File: src/rtl/ad_frame_fifo_if.sv
`timescale 1ns/1ps
`default_nettype none
// ============================================================================
//  Module   : ad_frame_fifo_if
//  Brief    : Capture strobe/data and lbs register-window bundle.
//  Revision : 1.0 - initial release
// ============================================================================
interface ad_frame_fifo_if;
   logic [127:0] ad_dat;
   logic         ad_vld;
   logic [7:0]   lbs_addr;
   logic [7:0]   lbs_din;
   logic [7:0]   lbs_dout;
   logic         lbs_we;
   logic         lbs_re;
   logic         lbs_cs_n;
   logic         int_o;

   modport master (
      output ad_dat, ad_vld, lbs_addr, lbs_din, lbs_we, lbs_re, lbs_cs_n,
      input  lbs_dout, int_o
   );

   modport slave (
      input  ad_dat, ad_vld, lbs_addr, lbs_din, lbs_we, lbs_re, lbs_cs_n,
      output lbs_dout, int_o
   );
endinterface
`default_nettype wire

File: src/rtl/ad_frame_fifo.sv
`timescale 1ns/1ps
`default_nettype none
// ============================================================================
//  Module   : ad_frame_fifo
//  Brief    : Frame-deep FIFO of AD7606 8x16-bit frames, drained bytewise over
//             an 8-bit lbs register window. Optional AD_FRAME_TS_EN adds a
//             32-bit capture timestamp per frame (regs 0x06..0x09).
//  Revision : 1.0 - initial release
// ============================================================================
module ad_frame_fifo #(
   parameter int FRAME_DEPTH = 16,
   parameter int AW          = 4,
   parameter int U_DLY       = 1
) (
   input wire             clk,
   input wire             rst_n,
   ad_frame_fifo_if.slave bus
);

   generate
      if (((1 << AW) != FRAME_DEPTH) || (FRAME_DEPTH < 2) || (FRAME_DEPTH > 64) || (U_DLY < 0)) begin : g_bad_cfg
         $error("ad_frame_fifo: FRAME_DEPTH must equal 2**AW and lie in 2..64");
      end
   endgenerate

`ifdef AD_FRAME_TS_EN
   localparam int c_ew = 160;
`else
   localparam int c_ew = 128;
`endif
   localparam logic [7:0] c_a_ctrl   = 8'h00;
   localparam logic [7:0] c_a_thresh = 8'h01;
   localparam logic [7:0] c_a_status = 8'h02;
   localparam logic [7:0] c_a_level  = 8'h03;
   localparam logic [7:0] c_a_dat_l  = 8'h04;
   localparam logic [7:0] c_a_dat_h  = 8'h05;
   localparam logic [7:0] c_depth8   = 8'(FRAME_DEPTH);
   localparam logic [AW:0] c_depth   = FRAME_DEPTH[AW:0];
   localparam logic [AW:0] c_one     = {{AW{1'b0}}, 1'b1};

   logic [c_ew-1:0] r_mem [FRAME_DEPTH];
   logic [AW-1:0]   r_wr_ptr, r_rd_ptr;
   logic [AW:0]     r_level, r_thresh;
   logic [2:0]      r_word_idx;
   logic            r_cap_en, r_int_en, r_ovf, r_int;
   logic [7:0]      r_shadow, r_dout;

   logic            w_rd, w_wr, w_empty, w_full, w_clr, w_push, w_pop, w_ovf_set, w_pend;
   logic            w_rd_l, w_rd_h;
   logic [c_ew-1:0] w_head, w_entry;
   logic [15:0]     w_word;
   logic [7:0]      w_rd_data;
   logic [AW:0]     w_thresh_sat;

   assign w_rd      = bus.lbs_re & ~bus.lbs_cs_n;
   assign w_wr      = bus.lbs_we & ~bus.lbs_cs_n;
   assign w_empty   = (r_level == '0);
   assign w_full    = (r_level == c_depth);
   assign w_pend    = (r_level >= r_thresh);
   assign w_clr     = w_wr & (bus.lbs_addr == c_a_ctrl) & bus.lbs_din[1];
   // A clear in the same cycle takes precedence over both capture and overflow
   assign w_push    = bus.ad_vld & r_cap_en & ~w_full & ~w_clr;
   assign w_ovf_set = bus.ad_vld & r_cap_en & w_full & ~w_clr;
   assign w_rd_l    = w_rd & (bus.lbs_addr == c_a_dat_l) & ~w_empty;
   assign w_rd_h    = w_rd & (bus.lbs_addr == c_a_dat_h) & ~w_empty;
   assign w_pop     = w_rd_h & (r_word_idx == 3'd7);
   assign w_head    = r_mem[r_rd_ptr];
   assign w_word    = w_head[{r_word_idx, 4'b0000} +: 16];

   assign bus.lbs_dout = r_dout;
   assign bus.int_o    = r_int;

`ifdef AD_FRAME_TS_EN
   logic [31:0] r_ts_cnt, r_ts_snap;
   assign w_entry = {r_ts_cnt, bus.ad_dat};

   always_ff @(posedge clk or negedge rst_n) begin
      if (!rst_n) begin
         r_ts_cnt  <= 32'h0;
         r_ts_snap <= 32'h0;
      end else begin
         r_ts_cnt <= r_ts_cnt + 32'h1;
         // Snapshot on the low byte so bytes 1..3 match it even if the head moves
         if (w_rd && (bus.lbs_addr == 8'h06))
            r_ts_snap <= w_empty ? 32'h0 : w_head[159:128];
      end
   end
`else
   assign w_entry = bus.ad_dat;
`endif

   always_comb begin
      w_thresh_sat = bus.lbs_din[AW:0];
      if (bus.lbs_din == 8'h00)
         w_thresh_sat = c_one;
      else if (bus.lbs_din > c_depth8)
         w_thresh_sat = c_depth;
   end

   always_comb begin
      w_rd_data = 8'h00;
      case (bus.lbs_addr)
         c_a_ctrl:   w_rd_data = {5'b0, r_int_en, 1'b0, r_cap_en};
         c_a_thresh: w_rd_data = 8'(r_thresh);
         c_a_status: w_rd_data = {4'b0, w_pend, r_ovf, w_full, w_empty};
         c_a_level:  w_rd_data = 8'(r_level);
         c_a_dat_l:  w_rd_data = w_empty ? 8'h00 : w_word[7:0];
         c_a_dat_h:  w_rd_data = w_empty ? 8'h00 : r_shadow;
`ifdef AD_FRAME_TS_EN
         8'h06:      w_rd_data = w_empty ? 8'h00 : w_head[135:128];
         8'h07:      w_rd_data = r_ts_snap[15:8];
         8'h08:      w_rd_data = r_ts_snap[23:16];
         8'h09:      w_rd_data = r_ts_snap[31:24];
`endif
         default:    w_rd_data = 8'h00;
      endcase
   end

   always_ff @(posedge clk) begin
      if (w_push)
         r_mem[r_wr_ptr] <= w_entry;
   end

   always_ff @(posedge clk or negedge rst_n) begin
      if (!rst_n) begin
         r_wr_ptr   <= '0;
         r_rd_ptr   <= '0;
         r_level    <= '0;
         r_word_idx <= 3'd0;
         r_thresh   <= c_one;
         r_cap_en   <= 1'b0;
         r_int_en   <= 1'b0;
         r_ovf      <= 1'b0;
         r_int      <= 1'b0;
         r_shadow   <= 8'h00;
         r_dout     <= 8'h00;
      end else begin
         r_int <= r_int_en & w_pend;
         if (w_rd)
            r_dout <= w_rd_data;
         if (w_wr && (bus.lbs_addr == c_a_ctrl)) begin
            r_cap_en <= bus.lbs_din[0];
            r_int_en <= bus.lbs_din[2];
         end
         if (w_wr && (bus.lbs_addr == c_a_thresh))
            r_thresh <= w_thresh_sat;
         if (w_rd_l)
            r_shadow <= w_word[15:8];

         if (w_clr) begin
            r_wr_ptr   <= '0;
            r_rd_ptr   <= '0;
            r_level    <= '0;
            r_word_idx <= 3'd0;
            r_ovf      <= 1'b0;
            r_shadow   <= 8'h00;
         end else begin
            if (w_push)
               r_wr_ptr <= r_wr_ptr + 1'b1;
            if (w_pop)
               r_rd_ptr <= r_rd_ptr + 1'b1;
            // The 3-bit index wraps 7 -> 0 exactly when the frame pops
            if (w_rd_h)
               r_word_idx <= r_word_idx + 3'd1;
            case ({w_push, w_pop})
               2'b10:   r_level <= r_level + c_one;
               2'b01:   r_level <= r_level - c_one;
               default: r_level <= r_level;
            endcase
            if (w_ovf_set)
               r_ovf <= 1'b1;
            else if (w_wr && (bus.lbs_addr == c_a_status) && bus.lbs_din[2])
               r_ovf <= 1'b0;
         end
      end
   end

endmodule
`default_nettype wire

File: src/flat_wrapper.sv
// flat-port wrapper written by rule: the top's interface ports become plain ports
module ad_frame_fifo_flat 
#(
   parameter int FRAME_DEPTH = 16,
   parameter int AW          = 4,
   parameter int U_DLY       = 1
)
  (clk, rst_n, bus_ad_dat, bus_ad_vld, bus_lbs_addr, bus_lbs_din, bus_lbs_we, bus_lbs_re, bus_lbs_cs_n, bus_lbs_dout, bus_int_o);
  ad_frame_fifo_if bus_i ();
  input wire clk;
  input wire rst_n;
  input wire logic [$bits(bus_i.ad_dat)-1:0] bus_ad_dat;
  input wire logic [$bits(bus_i.ad_vld)-1:0] bus_ad_vld;
  input wire logic [$bits(bus_i.lbs_addr)-1:0] bus_lbs_addr;
  input wire logic [$bits(bus_i.lbs_din)-1:0] bus_lbs_din;
  input wire logic [$bits(bus_i.lbs_we)-1:0] bus_lbs_we;
  input wire logic [$bits(bus_i.lbs_re)-1:0] bus_lbs_re;
  input wire logic [$bits(bus_i.lbs_cs_n)-1:0] bus_lbs_cs_n;
  output wire logic [$bits(bus_i.lbs_dout)-1:0] bus_lbs_dout;
  output wire logic [$bits(bus_i.int_o)-1:0] bus_int_o;
  assign bus_i.ad_dat = bus_ad_dat;
  assign bus_i.ad_vld = bus_ad_vld;
  assign bus_i.lbs_addr = bus_lbs_addr;
  assign bus_i.lbs_din = bus_lbs_din;
  assign bus_i.lbs_we = bus_lbs_we;
  assign bus_i.lbs_re = bus_lbs_re;
  assign bus_i.lbs_cs_n = bus_lbs_cs_n;
  assign bus_lbs_dout = bus_i.lbs_dout;
  assign bus_int_o = bus_i.int_o;
  ad_frame_fifo #(.FRAME_DEPTH(FRAME_DEPTH), .AW(AW), .U_DLY(U_DLY)) u_core (.clk(clk), .rst_n(rst_n), .bus(bus_i));
endmodule
File: config.mk
export PLATFORM = sky130hd
export DESIGN_NAME = ad_frame_fifo_flat
export DESIGN_NICKNAME = d
export VERILOG_FILES = /design/src/rtl/ad_frame_fifo_if.sv /design/src/rtl/ad_frame_fifo.sv /design/src/flat_wrapper.sv
export SDC_FILE = /design/constraint.sdc
export NUM_CORES = 2
export LEC_CHECK = 0
export ABC_CLOCK_PERIOD_IN_PS = 5500
export BUFFER_PORTS_ARGS = -buffer_cell sky130_fd_sc_hd__buf_2
export CORE_UTILIZATION = 45
export CTS_CLUSTER_SIZE = 8
export DETAILED_ROUTE_END_ITERATION = 7
export HOLD_SLACK_MARGIN = 0.1
export SYNTH_ARGS = -nofsm -noshare
export SYNTH_HDL_FRONTEND = slang
export SYNTH_SLANG_ARGS = --single-unit
File: constraint.sdc
create_clock -name clk -period 5.5 [get_ports clk]
set_input_delay 0.275 -clock clk [delete_from_list [all_inputs] [get_ports clk]]
set_output_delay 0.275 -clock clk [all_outputs]
set_load 0.05 [all_outputs]
Word-level counts from Yosys, hierarchy flattened
Memory sizes are Yosys's and may differ from the RTL's. Cells that the tools add are included.

Bits in writable memories: 2048. Input bits: 150. Memories: 1. Flip-flop bits (word level): 41. Output and inout port bits: 9.

Memories: u_core.r_mem (depth 16, bits a word 128, read ports 1, clocked after memory_dff 0, write ports 1, line ad_frame_fifo.sv:41) `logic [c_ew-1:0] r_mem [FRAME_DEPTH];`.

Order comparisons: 2. Muxes and demuxes: 20. Reduce and logical (&&, ||, !) cells: 13. Shift-type cells: 1. Bitwise operators: 19. Equality and inequality tests: 9. Add/sub/neg operators: 5.

Operators by type and width (count): $shiftx A128 B8 Y16 (1); $pmux W8 S6 (1); $mux W8 (4); $eq A8 B2 Y1 const B (2); $eq A8 B3 Y1 const B (2); $logic_not A8 Y1 (2); $mux W4 (4); $and A1 B1 Y1 (15); $mux W5 (3); $pmux W5 S2 (1); $add A4 B1 Y4 const B (2); $eq A8 B1 Y1 const B (1); $gt A8 B5 Y1 const B (1); $reduce_bool A2 Y1 (4); $mux W3 (2); $reduce_bool A3 Y1 (2); $add A5 B1 Y5 const B (1); $eq A5 B5 Y1 const B (1); $ge A5 B5 Y1 (1); $logic_not A5 Y1 (1); $mux W1 (5); $sub A5 B1 Y5 const B (1); $logic_and A1 B1 Y1 (4); $not A1 Y1 (4); 4 further kinds (4).

Depth between registers and ports, before layout
Depth in word-level cells: 9. Gate-level depth with buffers: 11. Mapped depth without buffers: 11.

Worst setup path after synthesis
Ideal clock, no wire load.

Path kind: register -> register. Start: reg u_core.r_level[1]. End: mem u_core.r_mem[0][0], enable pin. Clock period less this slack: 5.254 ns. Setup slack: 0.246 ns. Arrival time: 4.752 ns. Buffers on the path: 1. Library setup time: 0.502 ns. Stages on the path, launching flop included: 7. Cells stage by stage: dfrtp_1 clkbuf_1 nor3_1 a31oi_2 nor2b_1 nor3b_1 and2_1.

Word-level cells in the longest chain between the ends: 6.

Ends and longest elaborated chain: from (decl) (line ad_frame_fifo.sv:43) `logic [AW:0] r_level, r_thresh;`; from (signal assigned) (line ad_frame_fifo.sv:166) `2'b10: r_level <= r_level + c_one;`; from (signal assigned) (line ad_frame_fifo.sv:167) `2'b01: r_level <= r_level - c_one;`; from (signal assigned) (line ad_frame_fifo.sv:168) `default: r_level <= r_level;`; $eq A5 B5 Y1 (line ad_frame_fifo.sv:58) `assign w_full = (r_level == c_depth);`; $not A1 Y1 (line ad_frame_fifo.sv:62) `assign w_push = bus.ad_vld & r_cap_en & ~w_full & ~w_clr;`; $and A1 B1 Y1 (2 in a row) (line ad_frame_fifo.sv:62); $mux W1 (line ad_frame_fifo.sv:120) `if (w_push)`; $mux W1 (implied by the code) (line ad_frame_fifo.sv:121) `r_mem[r_wr_ptr] <= w_entry;`; to (decl) (line ad_frame_fifo.sv:41).

Every way passes these cells.

Worst setup path after layout
Start: in bus_lbs_addr[2]. End: mem u_core.r_mem[8][33], enable pin.

Word-level cells in the longest chain between the ends: 7.

Ends and longest elaborated chain: from (decl) (line flat_wrapper.sv:14) `input wire logic [$bits(bus_i.lbs_addr)-1:0] bus_lbs_addr;`; $logic_not A8 Y1 (line ad_frame_fifo.sv:60) `assign w_clr = w_wr & (bus.lbs_addr == c_a_ctrl) & bus.lbs_din[1];`; $and A1 B1 Y1 (2 in a row) (line ad_frame_fifo.sv:60); $not A1 Y1 (line ad_frame_fifo.sv:62); $and A1 B1 Y1 (line ad_frame_fifo.sv:62); $mux W1 (line ad_frame_fifo.sv:120); $mux W1 (implied by the code) (line ad_frame_fifo.sv:121).

Every way passes these cells.

==> impl_metrics.json <==
{
  "start_util_pct": 45.31,
  "crit_type": "primary input to flop",
  "maxCapViolations": 0,
  "rows": 154,
  "avgSynthCellArea_um2": 23.31,
  "tns_ns": 0,
  "fin_nets": 4149,
  "yosysWarnings": 0,
  "finClkSkew_ns": 0.04253,
  "drc": 0,
  "grtUsageTotal_pct": 22.23,
  "synth.distinct_cells": 55,
  "via_per_inst": 6.018,
  "intPower_uw": 27930,
  "p_comb_share_pct": 1.8,
  "yosys-top-cells-count": "edfxtp_1, mux4_2, a22oi_1",
  "wl_per_cell_um": 30.86,
  "crit_path_max_fanout": 44,
  "dieWidth_um": 423.1,
  "port-buffer-count": 158,
  "clk_path_buf_depth": 4,
  "cts_tree": "done",
  "io_pins": 159,
  "htreeDepth": 5,
  "required_ns": 6.02,
  "synth_edf_count": 2048,
  "synthTopCellsByArea": "edfxtp_1, mux4_2, dfrtp_1",
  "slew_violations": 0,
  "p_clk_share_pct": 47.5,
  "p_sw_uw": 6707,
  "antenna_found_initial": 29,
  "rsz0062_at_grt": "false",
  "start_kind": "primary input",
  "die-area_um2": 179000,
  "synthToLayoutAreaGrowth_pct": 17.61,
  "fin_crit_sh_pct": 75.57,
  "drtAntennaViolNets": 0,
  "syn_area_um2": 79800,
  "grt_pass1_wl_um": 287000,
  "synth-main-ff-cell": "edfxtp_1",
  "place_ws_ns": 1.574,
  "p_per_area_nw_per_um2": 369.0,
  "cts.sink_count": 2089,
  "final.setup.worst_slack_ns": 1.344,
  "place_congestion": 0.7983,
  "tightest_slew_ns": 1.356,
  "grt_max_degree": 91,
  "hp-class": "primary input to flop",
  "synthArstFlopShare_pct": 1.963,
  "setup_viol": 0,
  "cts_resized": 0,
  "arrival_ns": 4.68,
  "ys_ff_latch": 2089,
  "num_vias": 38500,
  "cts_hold_buffers": 158,
  "drive_above_1_share_pct": 29.21,
  "nFillCells": 13340,
  "clk_latency_ns": 0.91,
  "yosysTopAreaCell": "edfxtp_1",
  "multi_input_area_um2": 16390,
  "power_frac_seq_pct": 50.7,
  "vdd_ir_drop_max_uv": 317.6,
  "p_sw_share_pct": 19.37,
  "endpoint_kind": "flop",
  "syn_nets": 3587,
  "grt_pass1_vias": 40170,
  "hold-path-cell-count": 5,
  "seqCellArea_um2": 62540,
  "reg2reg_depth": 7,
  "hold_viol_final": 0,
  "min_period_ns": 4.156,
  "drt-pass1-iter-count": 6,
  "clk_pin_slew_worst_paths_ns": 0.05,
  "cts_setup_buffers": 0,
  "root_buffer": "clkbuf_16",
  "cts_buffers": 311,
  "status": "completed",
  "synth.top_cell.area_share_pct": 77.06,
  "synth.most_common_cell": "edfxtp_1",
  "die_h_um": 423.1,
  "slew_headroom_pct": 8.900,
  "fmax_mhz": 240.6,
  "routed_wl_um": 197400,
  "syn_inst": 3423,
  "dp_hpwl_um": 111300,
  "grt-ovfl-total": 0,
  "power_leakage_uw": 0.02893,
  "core_um2": 176100,
  "seq_area_frac_synth_pct": 78.35,
  "drt-initial-drc-count": 4048
}
metrics by stage:
stage,power [µW],util (%),cell area [µm²],hold WS [ns],std cells
after floorplan,18000,-,79800,-0.02059,3423
after global placement,18360,47.72,84040,0.4468,5854
after detailed placement,18380,47.72,84040,0.4498,5854
after CTS,34930,53.29,93850,0.1366,6393
after global routing,35610,53.29,93850,0.2065,6394
final,34630,53.29,93860,0.2107,6397
layout make-up:
type | instances | share of cell area [%]
Antenna cell | 4 | 0.01066
Clock buffer | 373 | 8.676
Clock inverter | 8 | 0.09065
Inverter | 14 | 0.05599
Multi-Input combinational cell | 1138 | 17.46
Sequential cell | 2089 | 66.63
Tap cell | 2340 | 3.119
Timing Repair Buffer | 431 | 3.954
metal layers:
layer	up-vias	global-route usage [%]	wire, µm
li1	15830	-	-
met1	20880	31.47	82980
met2	1459	35.73	97480
met3	315	4.145	12770
met4	18	5.740	4062
met5	-	0	114
cells by family after synthesis:
group | Yosys count | synth area share [%]
AO/OA/AOI/OAI | 288 | 2.432
XOR/XNOR | 11 | 0.1207
adder cells (fa/ha/maj) | 14 | 0.2195
flip-flops | 2089 | 78.35
AND/OR/NAND/NOR | 219 | 1.475
multiplexers | 606 | 16.19
buffers and inverters | 196 | 1.209
power groups by stage:
stage                     Sequential, µW  Combinational (µW)  Clock [µW]
after global placement             17900                 501           0
after CTS                          17600                 615       16700
after floorplan                    17900                 142           0
after detailed placement           17900                 513           0
final                              17600                 608       16500
after global routing               17600                 663       17400
cells in the final DEF, fill, tap and decap left out, types with 8 or more instances in the layout:
master,Yosys,final
a21oi_1,56,56
a221oi_1,8,8
a22o_1,9,9
a22oi_1,94,94
and2_4,0,12
buf_12,0,38
buf_2,39,158
buf_4,44,77
clkbuf_1,72,56
clkbuf_16,0,317
dfrtp_1,40,36
dlygate4sd3_1,0,158
edfxtp_1,2048,2048
ha_1,14,14
inv_1,14,14
mux2i_1,52,52
mux4_2,547,547
nand2_1,43,43
nand3_1,8,8
nand4_1,10,10
nor2_1,37,36
nor2b_1,29,25
nor3_1,22,22
nor4_1,18,17
o21ai_0,21,21
o221ai_1,11,11
o22ai_1,60,60
registers in the layout, summed over array words and instances (netlist names), 3 cells and up:
name	count
u_core.bus.lbs_dout	8
u_core.r_level	5
u_core.r_thresh	5
u_core.r_rd_ptr	4
u_core.r_mem	2048
u_core.r_wr_ptr	4
u_core.r_word_idx	3
u_core.r_shadow	8
final timing paths:
check | startpoint | end | slack (ns)
worst min-delay path | bus_lbs_we | u_core.r_thresh[4]$_DFFE_PN0P_ | 0.21
worst min register to register | u_core.bus.lbs_dout[4]$_DFFE_PN0N_ | u_core.bus.lbs_dout[4]$_DFFE_PN0N_ | 0.50
worst max-delay path | bus_lbs_addr[2] | u_core.r_mem[8][33]$_DFFE_PP_ | 1.34
worst max register to register | u_core.r_level[2]$_DFFE_PN0P_ | u_core.r_mem[8][33]$_DFFE_PP_ | 1.61
max in group asynchronous | rst_n | u_core.r_rd_ptr[2]$_DFFE_PN0P_ | 4.31
min in group asynchronous | rst_n | u_core.bus.int_o$_DFF_PN0_ | 0.58
worst max-delay path, cell delays in order:
cell	delay (ns)
dlygate4sd3_1	0.52
buf_2	0.25
nor3b_1	0.15
dlygate4sd3_1	0.62
nor2b_1	0.16
and3_1	0.41
nor2b_1	0.47
nand2_1	0.14
nor2_1	0.23
and2_4	0.78
buf_4	0.51
No activity file was read; power rests on OpenSTA's default activity.
